### src/rtl/ohsm_pkg.sv
// Shared widths, FSM state encoding and helpers for the ohsm sequencer.
// Pure declarations: no latency, no flow control.
package ohsm_pkg;

   localparam int S_W   = 4;
   localparam int CNT_W = 8;
   localparam int TO_W  = 4;

   typedef enum logic [2:0] {
      ST_IDLE,
      ST_DWELL,
      ST_PULSE,
      ST_WAIT_ACK,
      ST_ERR
   } seq_state_t;

   function automatic logic is_onehot(input logic [S_W-1:0] s);
      return $countones(s) == 1;
   endfunction

endpackage

### src/rtl/ohsm_dwell_ctr.sv
// Loadable down-counter with a zero flag; used for both dwell and ack timeout.
// Load/decrement take effect at the next edge; the counter holds at zero.
module ohsm_dwell_ctr #(
   parameter int W = 8
) (
   input  logic         clk,
   input  logic         reset,
   input  logic         load,
   input  logic [W-1:0] load_val,
   input  logic         dec,
   output logic         zero
);

   logic [W-1:0] count;

   always_ff @(posedge clk) begin
      if (reset) begin
         count <= '0;
      end else if (load) begin
         count <= load_val;
      end else if (dec && (count != '0)) begin
         count <= count - 1'b1;
      end
   end

   assign zero = (count == '0);

endmodule

### src/rtl/ohsm_sequencer.sv
// Issues start pulses to ohsm (dwell timer or manual request), confirms via SGlobal, counts steps.
// All outputs registered; start lasts one cycle; OHSM_SEQ_ONEHOT_CHECK_EN adds a one-hot ack check.
module ohsm_sequencer
   import ohsm_pkg::*;
#(
   parameter int DWELL_CYCLES = 8,
   parameter int TIMEOUT      = 4
) (
   input  logic             clk,
   input  logic             reset,
   input  logic             en,
   input  logic             manual_req,
   input  logic             clr_err,
   input  logic [S_W-1:0]   SGlobal,
   output logic             start,
   output logic             busy,
   output logic             step_done,
   output logic             err,
   output logic [CNT_W-1:0] step_cnt
);

   localparam logic [CNT_W-1:0] DWELL_INIT = CNT_W'(DWELL_CYCLES - 1);
   localparam logic [TO_W-1:0]  TO_INIT    = TO_W'(TIMEOUT - 1);

   seq_state_t     state;
   seq_state_t     state_nxt;
   logic [S_W-1:0] prev_s;
   logic           pending;
   logic           pending_nxt;
   logic           dwell_load;
   logic           dwell_dec;
   logic           dwell_zero;
   logic           to_load;
   logic           to_dec;
   logic           to_zero;
   logic           bad;
   logic           ack;
   logic           ack_fire;

   ohsm_dwell_ctr #(.W(CNT_W)) u_dwell_ctr (
      .clk      (clk),
      .reset    (reset),
      .load     (dwell_load),
      .load_val (DWELL_INIT),
      .dec      (dwell_dec),
      .zero     (dwell_zero)
   );

   ohsm_dwell_ctr #(.W(TO_W)) u_timeout_ctr (
      .clk      (clk),
      .reset    (reset),
      .load     (to_load),
      .load_val (TO_INIT),
      .dec      (to_dec),
      .zero     (to_zero)
   );

`ifdef OHSM_SEQ_ONEHOT_CHECK_EN
   assign bad = !is_onehot(SGlobal);
`else
   assign bad = 1'b0;
`endif

   assign ack = (SGlobal != prev_s) && !bad;

   always_comb begin
      state_nxt   = state;
      pending_nxt = pending;
      dwell_load  = 1'b0;
      dwell_dec   = 1'b0;
      to_load     = 1'b0;
      to_dec      = 1'b0;
      ack_fire    = 1'b0;
      case (state)
         ST_IDLE: begin
            if (manual_req) begin
               state_nxt = ST_PULSE;
            end else if (en) begin
               state_nxt  = ST_DWELL;
               dwell_load = 1'b1;
            end
         end
         ST_DWELL: begin
            if (!en) begin
               state_nxt = ST_IDLE;
            end else if (manual_req || dwell_zero) begin
               state_nxt = ST_PULSE;
            end else begin
               dwell_dec = 1'b1;
            end
         end
         ST_PULSE: begin
            to_load     = 1'b1;
            state_nxt   = ST_WAIT_ACK;
            pending_nxt = pending | manual_req;
         end
         ST_WAIT_ACK: begin
            // A request arriving in the ack cycle itself is served like a pending one.
            pending_nxt = pending | manual_req;
            if (bad) begin
               state_nxt = ST_ERR;
            end else if (ack) begin
               ack_fire = 1'b1;
               if (pending || manual_req) begin
                  state_nxt   = ST_PULSE;
                  pending_nxt = 1'b0;
               end else if (en) begin
                  state_nxt  = ST_DWELL;
                  dwell_load = 1'b1;
               end else begin
                  state_nxt = ST_IDLE;
               end
            end else if (to_zero) begin
               state_nxt = ST_ERR;
            end else begin
               to_dec = 1'b1;
            end
         end
         ST_ERR: begin
            if (clr_err) begin
               state_nxt   = ST_IDLE;
               pending_nxt = 1'b0;
            end
         end
         default: begin
            state_nxt = ST_IDLE;
         end
      endcase
   end

   always_ff @(posedge clk) begin
      if (reset) begin
         state     <= ST_IDLE;
         pending   <= 1'b0;
         prev_s    <= '0;
         start     <= 1'b0;
         busy      <= 1'b0;
         err       <= 1'b0;
         step_done <= 1'b0;
         step_cnt  <= '0;
      end else begin
         state     <= state_nxt;
         pending   <= pending_nxt;
         if (state == ST_PULSE) begin
            prev_s <= SGlobal;
         end
         start     <= (state_nxt == ST_PULSE);
         busy      <= (state_nxt == ST_PULSE) || (state_nxt == ST_WAIT_ACK);
         err       <= (state_nxt == ST_ERR);
         step_done <= ack_fire;
         if (ack_fire) begin
            step_cnt <= step_cnt + 1'b1;
         end
      end
   end

endmodule

### config.mk
export PLATFORM = sky130hd
export DESIGN_NAME = ohsm_sequencer
export DESIGN_NICKNAME = d
export VERILOG_FILES = /design/src/rtl/ohsm_pkg.sv /design/src/rtl/ohsm_dwell_ctr.sv /design/src/rtl/ohsm_sequencer.sv
export SDC_FILE = /design/constraint.sdc
export NUM_CORES = 1
export LEC_CHECK = 0
export CAP_MARGIN = 20
export CORE_MARGIN = 2
export CORE_UTILIZATION = 55
export DETAILED_ROUTE_END_ITERATION = 10
export GPL_ROUTABILITY_DRIVEN = 1
export MAX_ROUTING_LAYER = met4
export PLACE_DENSITY = 0.86
export SKIP_CTS_REPAIR_TIMING = 1
export SYNTH_ARGS = -nofsm -noshare
export SYNTH_HDL_FRONTEND = slang
export SYNTH_SLANG_ARGS = --single-unit
### constraint.sdc
create_clock -name clk -period 5 [get_ports clk]
set_clock_uncertainty 0.05 [all_clocks]
set_input_delay 0.75 -clock clk [delete_from_list [all_inputs] [get_ports clk]]
set_output_delay 0.75 -clock clk [all_outputs]
set_load 0.05 [all_outputs]
### Yosys cells after proc, flatten, opt, wreduce, memory -nomap -nowiden

Cells that the tools add are included.

| word-level totals | value |
|---|---|
| flip-flop bits (word level) | 32 |
| input port bits | 9 |
| output and inout bits | 12 |
| word-level logic and storage cells | 73 |

| operators by class | value |
|---|---|
| add/subtract/negate cells | 3 |
| eq/ne operators | 9 |
| mux-type cells | 32 |
| bitwise gates (word level) | 1 |
| reductions and logical operators | 16 |

Operators with widths:

| operator | count |
|---|---|
| 2-to-1 mux 3 bit | 9 |
| 2-to-1 mux 1 bit | 17 |
| one-hot mux 3 bit (5 select lines) | 1 |
| equality test 3 x 2 -> 1 bit (second input constant) | 4 |
| adder 8 x 1 -> 8 bit (second input constant) | 1 |
| logical NOT 8 bit | 1 |
| nonzero test 8 bit | 1 |
| subtractor 8 x 1 -> 8 bit (second input constant) | 1 |
| equality test 3 bit (second input constant) | 2 |
| 2-to-1 mux 2 bit | 3 |
| logical NOT 4 bit | 1 |
| != test 4 bit | 1 |
| nonzero test 2 bit | 2 |
| nonzero test 4 bit | 1 |
| OR reduction 2 bit | 2 |
| subtractor 4 x 1 -> 4 bit (second input constant) | 1 |
| equality test 3 x 1 -> 1 bit (second input constant) | 1 |
| logical NOT 3 bit | 1 |
| logical OR 1 bit | 3 |
| one-hot mux 1 bit (3 select lines) | 1 |
| nonzero test 3 bit | 1 |
| logical AND 1 bit | 2 |
| != test 2 bit (second input constant) | 1 |
| one-hot mux 1 bit (2 select lines) | 1 |
| 2 further kinds | 2 |

### Longest topological paths before layout

Gate-level depths: netlist of run 1.

| depth | value |
|---|---|
| depth in word-level cells | 8 |
| depth in mapped cells | 7 |

### By module

From an unflattened synthesis of run 1, not the netlist that was laid out.

| second synthesis, totals | value |
|---|---|
| cell total of the unflattened synthesis | 197 |
| area total of the unflattened synthesis | 1715.4 µm² |

Modules (own cells, without submodules):

| module | times used | cells each | area an instance (µm²) | sequential area each (µm²) |
|---|---|---|---|---|
| ohsm_sequencer | 1 | 109 | 937.1 | 400.4 |
| ohsm_dwell_ctr at u_dwell_ctr | 1 | 59 | 515.5 | 160.2 |
| ohsm_dwell_ctr at u_timeout_ctr | 1 | 29 | 262.8 | 80.1 |

### Worst setup path before layout of run 1

OpenSTA, ideal clock, no wires.

| timing | value |
|---|---|
| kind | input-to-reg |
| from | input port SGlobal[1] |
| to | register u_timeout_ctr.count[3] |
| setup time | 0.070 ns |
| arrival time | 2.184 ns |
| data required time | 4.880 ns |
| path slack | 2.696 ns |
| stages on the path | 5 |
| path buffers | 1 |
| path through | xor2_1 -> or4_1 -> clkbuf_2 -> or4_1 -> a21boi_1 |

| between the ends | value |
|---|---|
| longest elaborated chain between the ends | 4 |

RTL lines:

| what | RTL line | RTL |
|---|---|---|
| start, declared | ohsm_sequencer.sv:14 | `input logic [S_W-1:0] SGlobal,` |
| != test 4 bit | ohsm_sequencer.sv:64 | `assign ack = (SGlobal != prev_s) && !bad;` |
| 2-to-1 mux 1 bit | ohsm_sequencer.sv:102 | `end else if (ack) begin` |
| 2-to-1 mux 1 bit | ohsm_sequencer.sv:74 | `case (state)` |
| logical AND 1 bit | ohsm_dwell_ctr.sv:21 | `end else if (dec && (count != '0)) begin` |
| end signal, assigned | ohsm_dwell_ctr.sv:20 | `count <= load_val;` |
| end signal, assigned | ohsm_dwell_ctr.sv:22 | `count <= count - 1'b1;` |
| end, declared | ohsm_dwell_ctr.sv:14 | `logic [W-1:0] count;` |

No other way between the ends.
A chain may end at the register's enable or synchronous reset.

### Worst setup path after layout of run 1

Same ends and word-level chain as after synthesis.

==> metrics.txt, run 1 <==
status finished, final reports clean; layout cells sized above 1 0.0905; Worst Hold Class reg2reg; Synth Area per Inst about 9 sq um; ys flop type dfxtp_1; CTS tree built; Top cell by count, worst path or4_1; Final period util 0.503; number of global-route vias before repair roughly 1500; critical path fanouts, max 8; RSZ-0062 raised after global routing no; Tot Pwr 0.542 mW; Syn Nets 188; largest family of logic cells by synthesized area simple AND/OR/NAND/NOR gates; crit end category register; register area share after synthesis 0.412; Slew HR 0.536; largest net degree at the start of global routing 21; DRC viols 0; simple logic cell fraction of the synthesized area 0.239; Antenna Cells 0; Setup TNS 0 ps; Crit path required time 5230 ps; grt total ovfl 0; Die Span X roughly 57 um; cell family with the largest share of critical-path delay simple AND/OR/NAND/NOR gates; Area Growth Syn to Fin 17.6%; port bufs 20; peak supply drop about 0.0002 V; Final Setup Violations 0; clock buffer count from CTS 5; CP max stage delay about 680 ps; Syn Inst Count 176; Synth Cell Area 1550 sq um; Post-Synth Adder-Cell Area 0.0242; Fmax achieved ~400 MHz; clock sinks 32; io pins 21; die area 3270 sq um; nets 210; # Max-Cap Violations 0; Async SR Flop Fraction 0; first-pass GRT wire length 5.98 mm; gpl congestion 0.791; CTS max path bufs 2; Core ar. roughly 2700 sq um; Final Util 0.675; Starting Density 0.573; Detailed Routing Iterations Pass 1 6; CP arrival 2750 ps; HPWL after DPL around 2.6 mm; Routed WL per cell about 15 um; Pwr per Cell Area a little under 300 nW/um^2; Vias/cell 6.16; Synth Area in XOR/XNOR 0.0395; worst skew pair latency roughly 340 ps; Crit Path Category in2reg; total vias in the final route ~1400; Worst-Margin Slew ~690 ps; static leakage 0.644 nW; Worst path slowest cell or4_1; DRT Wirelength roughly 3.4 mm; Worst-path clk slew approximately 100 ps; final number of max-transition violations 0; Routed Antenna Nets 0; Die H ~57 um; initial antenna violation count 0; post-layout min period ~2500 ps; ordered cell list for the critical path clkdlybuf4s50_1 -> xor2_1 -> or4_1 -> or4_1 -> a21boi_1; initial drt markers between 60 and 70; row cnt 19; Yosys reg bits 32; CP startpoint kind input port; final count of hold timing violations 0; mux contribution to synthesized area 0; number of synthesized flops with an enable pin 0; Synth Area in Compound Gates 0.238; Synth cell types 44; Buf/Inv on CP 1; Clock Root Buffer clkbuf_4; CTS HTree Levels 2; Yosys warnings 0; Tot GR Track Use 0.239
## cell families after synthesis
logic type                 Yosys count
adders and majority gates            3
and+or+nand+nor                     64
xor gates and xnor gates             7
buffers and inverters               17
AOI/OAI and AO/OA                   53
DFF                                 32
## power breakdown
part	switching (mW)	internal [mW]
clock	0.0885	0.0693
combinational	0.0624	0.0392
sequential	0.0137	0.268
## worst paths after layout
path / slack, ps / from / depth (start not counted) / to
worst min register to register: 430 / prev_s[0]$_SDFFE_PP0P_ / 2 / prev_s[0]$_SDFFE_PP0P_
worst max register to register: 2910 / u_dwell_ctr.count[3]$_SDFFE_PP0P_ / 4 / start$_SDFF_PP0_
worst max-delay path: 2480 / SGlobal[1] / 5 / u_timeout_ctr.count[3]$_SDFFE_PP0P_
worst min-delay path: 430 / prev_s[0]$_SDFFE_PP0P_ / 2 / prev_s[0]$_SDFFE_PP0P_
## sequential cells by signal, indices dropped and copies added (netlist names)
| name | cells |
|---|---|
| pending | 1 |
| busy | 1 |
| start | 1 |
| state | 3 |
| u_timeout_ctr.count | 4 |
| step_cnt | 8 |
| prev_s | 4 |
| u_dwell_ctr.count | 8 |
| err | 1 |
| step_done | 1 |
## metal layers
layer	vias up	part of all wire	wire length (um)	track usage
met5	-	0	0	-
met4	0	0.018	61	0.0864
met3	7	0.047	161	0.0748
met2	36	0.53	1840	0.422
met1	673	0.40	1380	0.249
li1	701	-	-	-
## per-stage QoR
stage	hold WS (ps)	setup slack, ps	cells	instance area (sq um)
2_1_floorplan	397	2700	176	1550
3_3_place_gp	406	2200	222	1770
3_5_place_dp	418	2130	222	1770
4_1_cts	431	2500	230	1830
5_1_grt	456	2440	230	1830
6_report	434	2480	230	1830
## cells in the mapped netlist, types with 2 or more instances
library cell,number,area share
a21boi_1,2,0.0097
or4_1,7,0.034
or2_2,3,0.012
a21oi_1,18,0.058
and3_1,3,0.012
xor2_1,6,0.034
inv_1,11,0.027
nand2_1,17,0.041
clkbuf_1,4,0.0097
o41ai_1,2,0.011
or3_1,6,0.024
dfxtp_1,32,0.41
nor2_1,8,0.019
o31ai_1,6,0.029
o21ai_0,7,0.023
nor4_1,2,0.0081
nand3_1,7,0.023
ha_1,3,0.024
a31oi_1,6,0.024
o211ai_1,2,0.0097
## worst register-to-register path, cell delays in order, from the launching register on
cell,delay (ps)
dfxtp_1,360
or4_4,600
o311ai_4,520
o211ai_1,170
nor4b_1,310
## cell type report
type	instances	area [sq um]
Fill cell	221	882
Multi-Input combinational cell	127	841
Sequential cell	32	641
Timing Repair Buffer	21	208
Clock buffer	8	58.8
Inverter	11	41.3
Tap cell	31	38.8
## cells in the final DEF (no fill, tap or decap), types with 3 or more instances in the layout
cell	netlist	final
o31ai_1	6	6
clkbuf_4	0	5
dfxtp_1	32	32
ha_1	3	3
clkdlybuf4s50_1	0	20
or4_1	7	7
or2_2	3	3
xor2_1	6	6
nand2_1	17	17
a21oi_1	18	18
or3_1	6	6
nor2_1	8	8
and3_1	3	3
o21ai_0	7	7
inv_1	11	11
nand3_1	7	7
a31oi_1	6	6
(Power assumes the default switching activity.)
==> run 2: changes to the inputs <==
--- a/config.mk
+++ b/config.mk
@@ -7,11 +7,11 @@
 export LEC_CHECK = 0
 export CAP_MARGIN = 20
 export CORE_MARGIN = 2
-export CORE_UTILIZATION = 55
+export CORE_UTILIZATION = 53
 export DETAILED_ROUTE_END_ITERATION = 10
 export GPL_ROUTABILITY_DRIVEN = 1
 export MAX_ROUTING_LAYER = met4
-export PLACE_DENSITY = 0.86
+export PLACE_DENSITY = 0.83
 export SKIP_CTS_REPAIR_TIMING = 1
 export SYNTH_ARGS = -nofsm -noshare
 export SYNTH_HDL_FRONTEND = slang
==> constraint.sdc (replaced) <==
create_clock -name clk -period 2.6 [get_ports clk]
set_clock_uncertainty 0.05 [all_clocks]
set_input_delay 0.39 -clock clk [delete_from_list [all_inputs] [get_ports clk]]
set_output_delay 0.39 -clock clk [all_outputs]
set_load 0.05 [all_outputs]
==> run 2 against run 1 <==
Against the previous run: via count rose by 1.1%; cell area up 0.96%; worst setup slack worse by 2000 ps; total power grew 92%; combinational power increased by 90%; highest routed layer unchanged; register-to-register slack worse by 2400 ps; core utilization decreased by 1.1 points; critical path depth is the same; hold slack got worse by 2.8 ps; flip-flop and latch count unchanged; routed wire length fell by 1.4%; clock power rose by 93%.
==> metrics.txt, run 2 (synthesized netlist as in run 1, its figures left out) <==
HPWL after DPL around 2.5 mm; nets roughly 210; Clock power frac 0.293; Fmax achieved around 460 MHz; CP startpoint kind input port; total vias in the final route about 1400; Worst-Margin Slew 651 ps; final number of max-transition violations 0; Detailed Routing Iterations Pass 1 4; Crit Path Category in2reg; Die H just under 60 um; DRT Wirelength approximately 3.4 mm; number of global-route vias before repair roughly 1400; first-pass GRT wire length just under 6 mm; Core ar. 2780 sq um; CTS tree built; RSZ-0062 raised after global routing no; most common cell after layout, fill and taps aside dfxtp_1; Antenna Cells 0; Setup TNS 0 ps; post-layout min period about 2200 ps; # Max-Cap Violations 0; initial antenna violation count 0; largest net degree at the start of global routing 20; initial drt markers 78; status finished, final reports clean; leading registers by flop count step_cnt x8, u_dwell_ctr.count x8; Tot Pwr 1.04 mW; Vias/cell between 6 and 7; grt total ovfl 0; final count of hold timing violations 0; commonest non-fill, non-tap cells in the layout 32 x dfxtp_1, 20 x clkdlybuf4s50_1, 18 x a21oi_1; port bufs 20; clock sinks 32; Worst-path clk slew approximately 100 ps; Int Pwr around 0.72 mW; Slew HR 0.562; row cnt 19; Final period util 0.829; Routed WL per cell approximately 15 um; CP arrival approximately 2400 ps; Routed Antenna Nets 0; Worst path slowest cell or4_1; P_sw approximately 0.32 mW; Starting Density 0.559; Final Util 0.664; Top cell by count, worst path or4_1; sequential power share 0.521; DRC viols 0; Area Growth Syn to Fin 18.8%; ordered cell list for the critical path clkdlybuf4s50_1 -> xor2_1 -> or4_1 -> or4_1 -> a21boi_1; Final Setup Violations 0; CTS HTree Levels 2; static leakage roughly 0.66 nW; Pwr per Cell Area between 500 and 600 nW/um^2; worst skew pair latency between 300 and 400 ps; Clock Root Buffer clkbuf_4; switching share of total power 0.306; clock buffer count from CTS 5; Die Span X between 50 and 60 um; CP max stage delay roughly 660 ps; Tot GR Track Use 0.229; critical path fanouts, max 8; io pins 21; gpl congestion between 0.8 and 0.9; Worst Hold Class reg2reg; die area about 3400 sq um; Crit path required time around 2800 ps; peak supply drop a little over 0.0005 V; crit end category register; layout cells sized above 1 0.109; CTS max path bufs 2; power share of the combinational group 0.186
run 2: per-layer routing:
metal,GRT usage,vias to the layer above,wire [um],part of all wire
met3,0.0714,11,114,0.034
met5,-,-,0,0
li1,-,707,-,-
met1,0.249,687,1440,0.42
met2,0.391,28,1780,0.52
met4,0.0831,0,63,0.019
run 2: final timing paths:
path,start,slack [ps],depth (start not counted),endpoint
hold / removal,prev_s[0]$_SDFFE_PP0P_,430,2,prev_s[0]$_SDFFE_PP0P_
hold reg to reg,prev_s[0]$_SDFFE_PP0P_,430,2,prev_s[0]$_SDFFE_PP0P_
setup / recovery,SGlobal[1],450,5,u_timeout_ctr.count[2]$_SDFFE_PP0P_
setup reg to reg,u_dwell_ctr.count[3]$_SDFFE_PP0P_,490,5,start$_SDFF_PP0_
run 2: cell type report:
type / count / area [sq um]
multi-input combinational: 127 / 841
clock inverter: 2 / 10.0
inverter: 11 / 41.3
timing repair buffer: 23 / 223
clock buffer: 6 / 51.3
sequential: 32 / 641
fill: 242 / 936
tap: 31 / 38.8
run 2: worst max-delay path, delay by kind of cell:
kind | cells | cell delay (ps)
compound gates | 1 | 200
xor+xnor | 1 | 180
buf+inv | 1 | 430
simple gates | 2 | 1170
run 2: power groups by stage:
stage                     logic, mW  registers, mW  clock network (mW)
final                         0.194          0.542               0.305
after global routing          0.214          0.546               0.336
after CTS                     0.194          0.542               0.308
after detailed placement      0.193          0.553                   0
after global placement        0.185          0.551                   0
after floorplan               0.123          0.564                   0
run 2: stage by stage:
step	setup slack (ps)	cell area (sq um)	hold WS, ps	std cells
floorplan	656	1550	397	176
global placement	163	1780	407	224
detailed placement	116	1780	413	224
CTS	478	1850	429	232
global route	367	1850	450	232
finish	445	1850	431	232
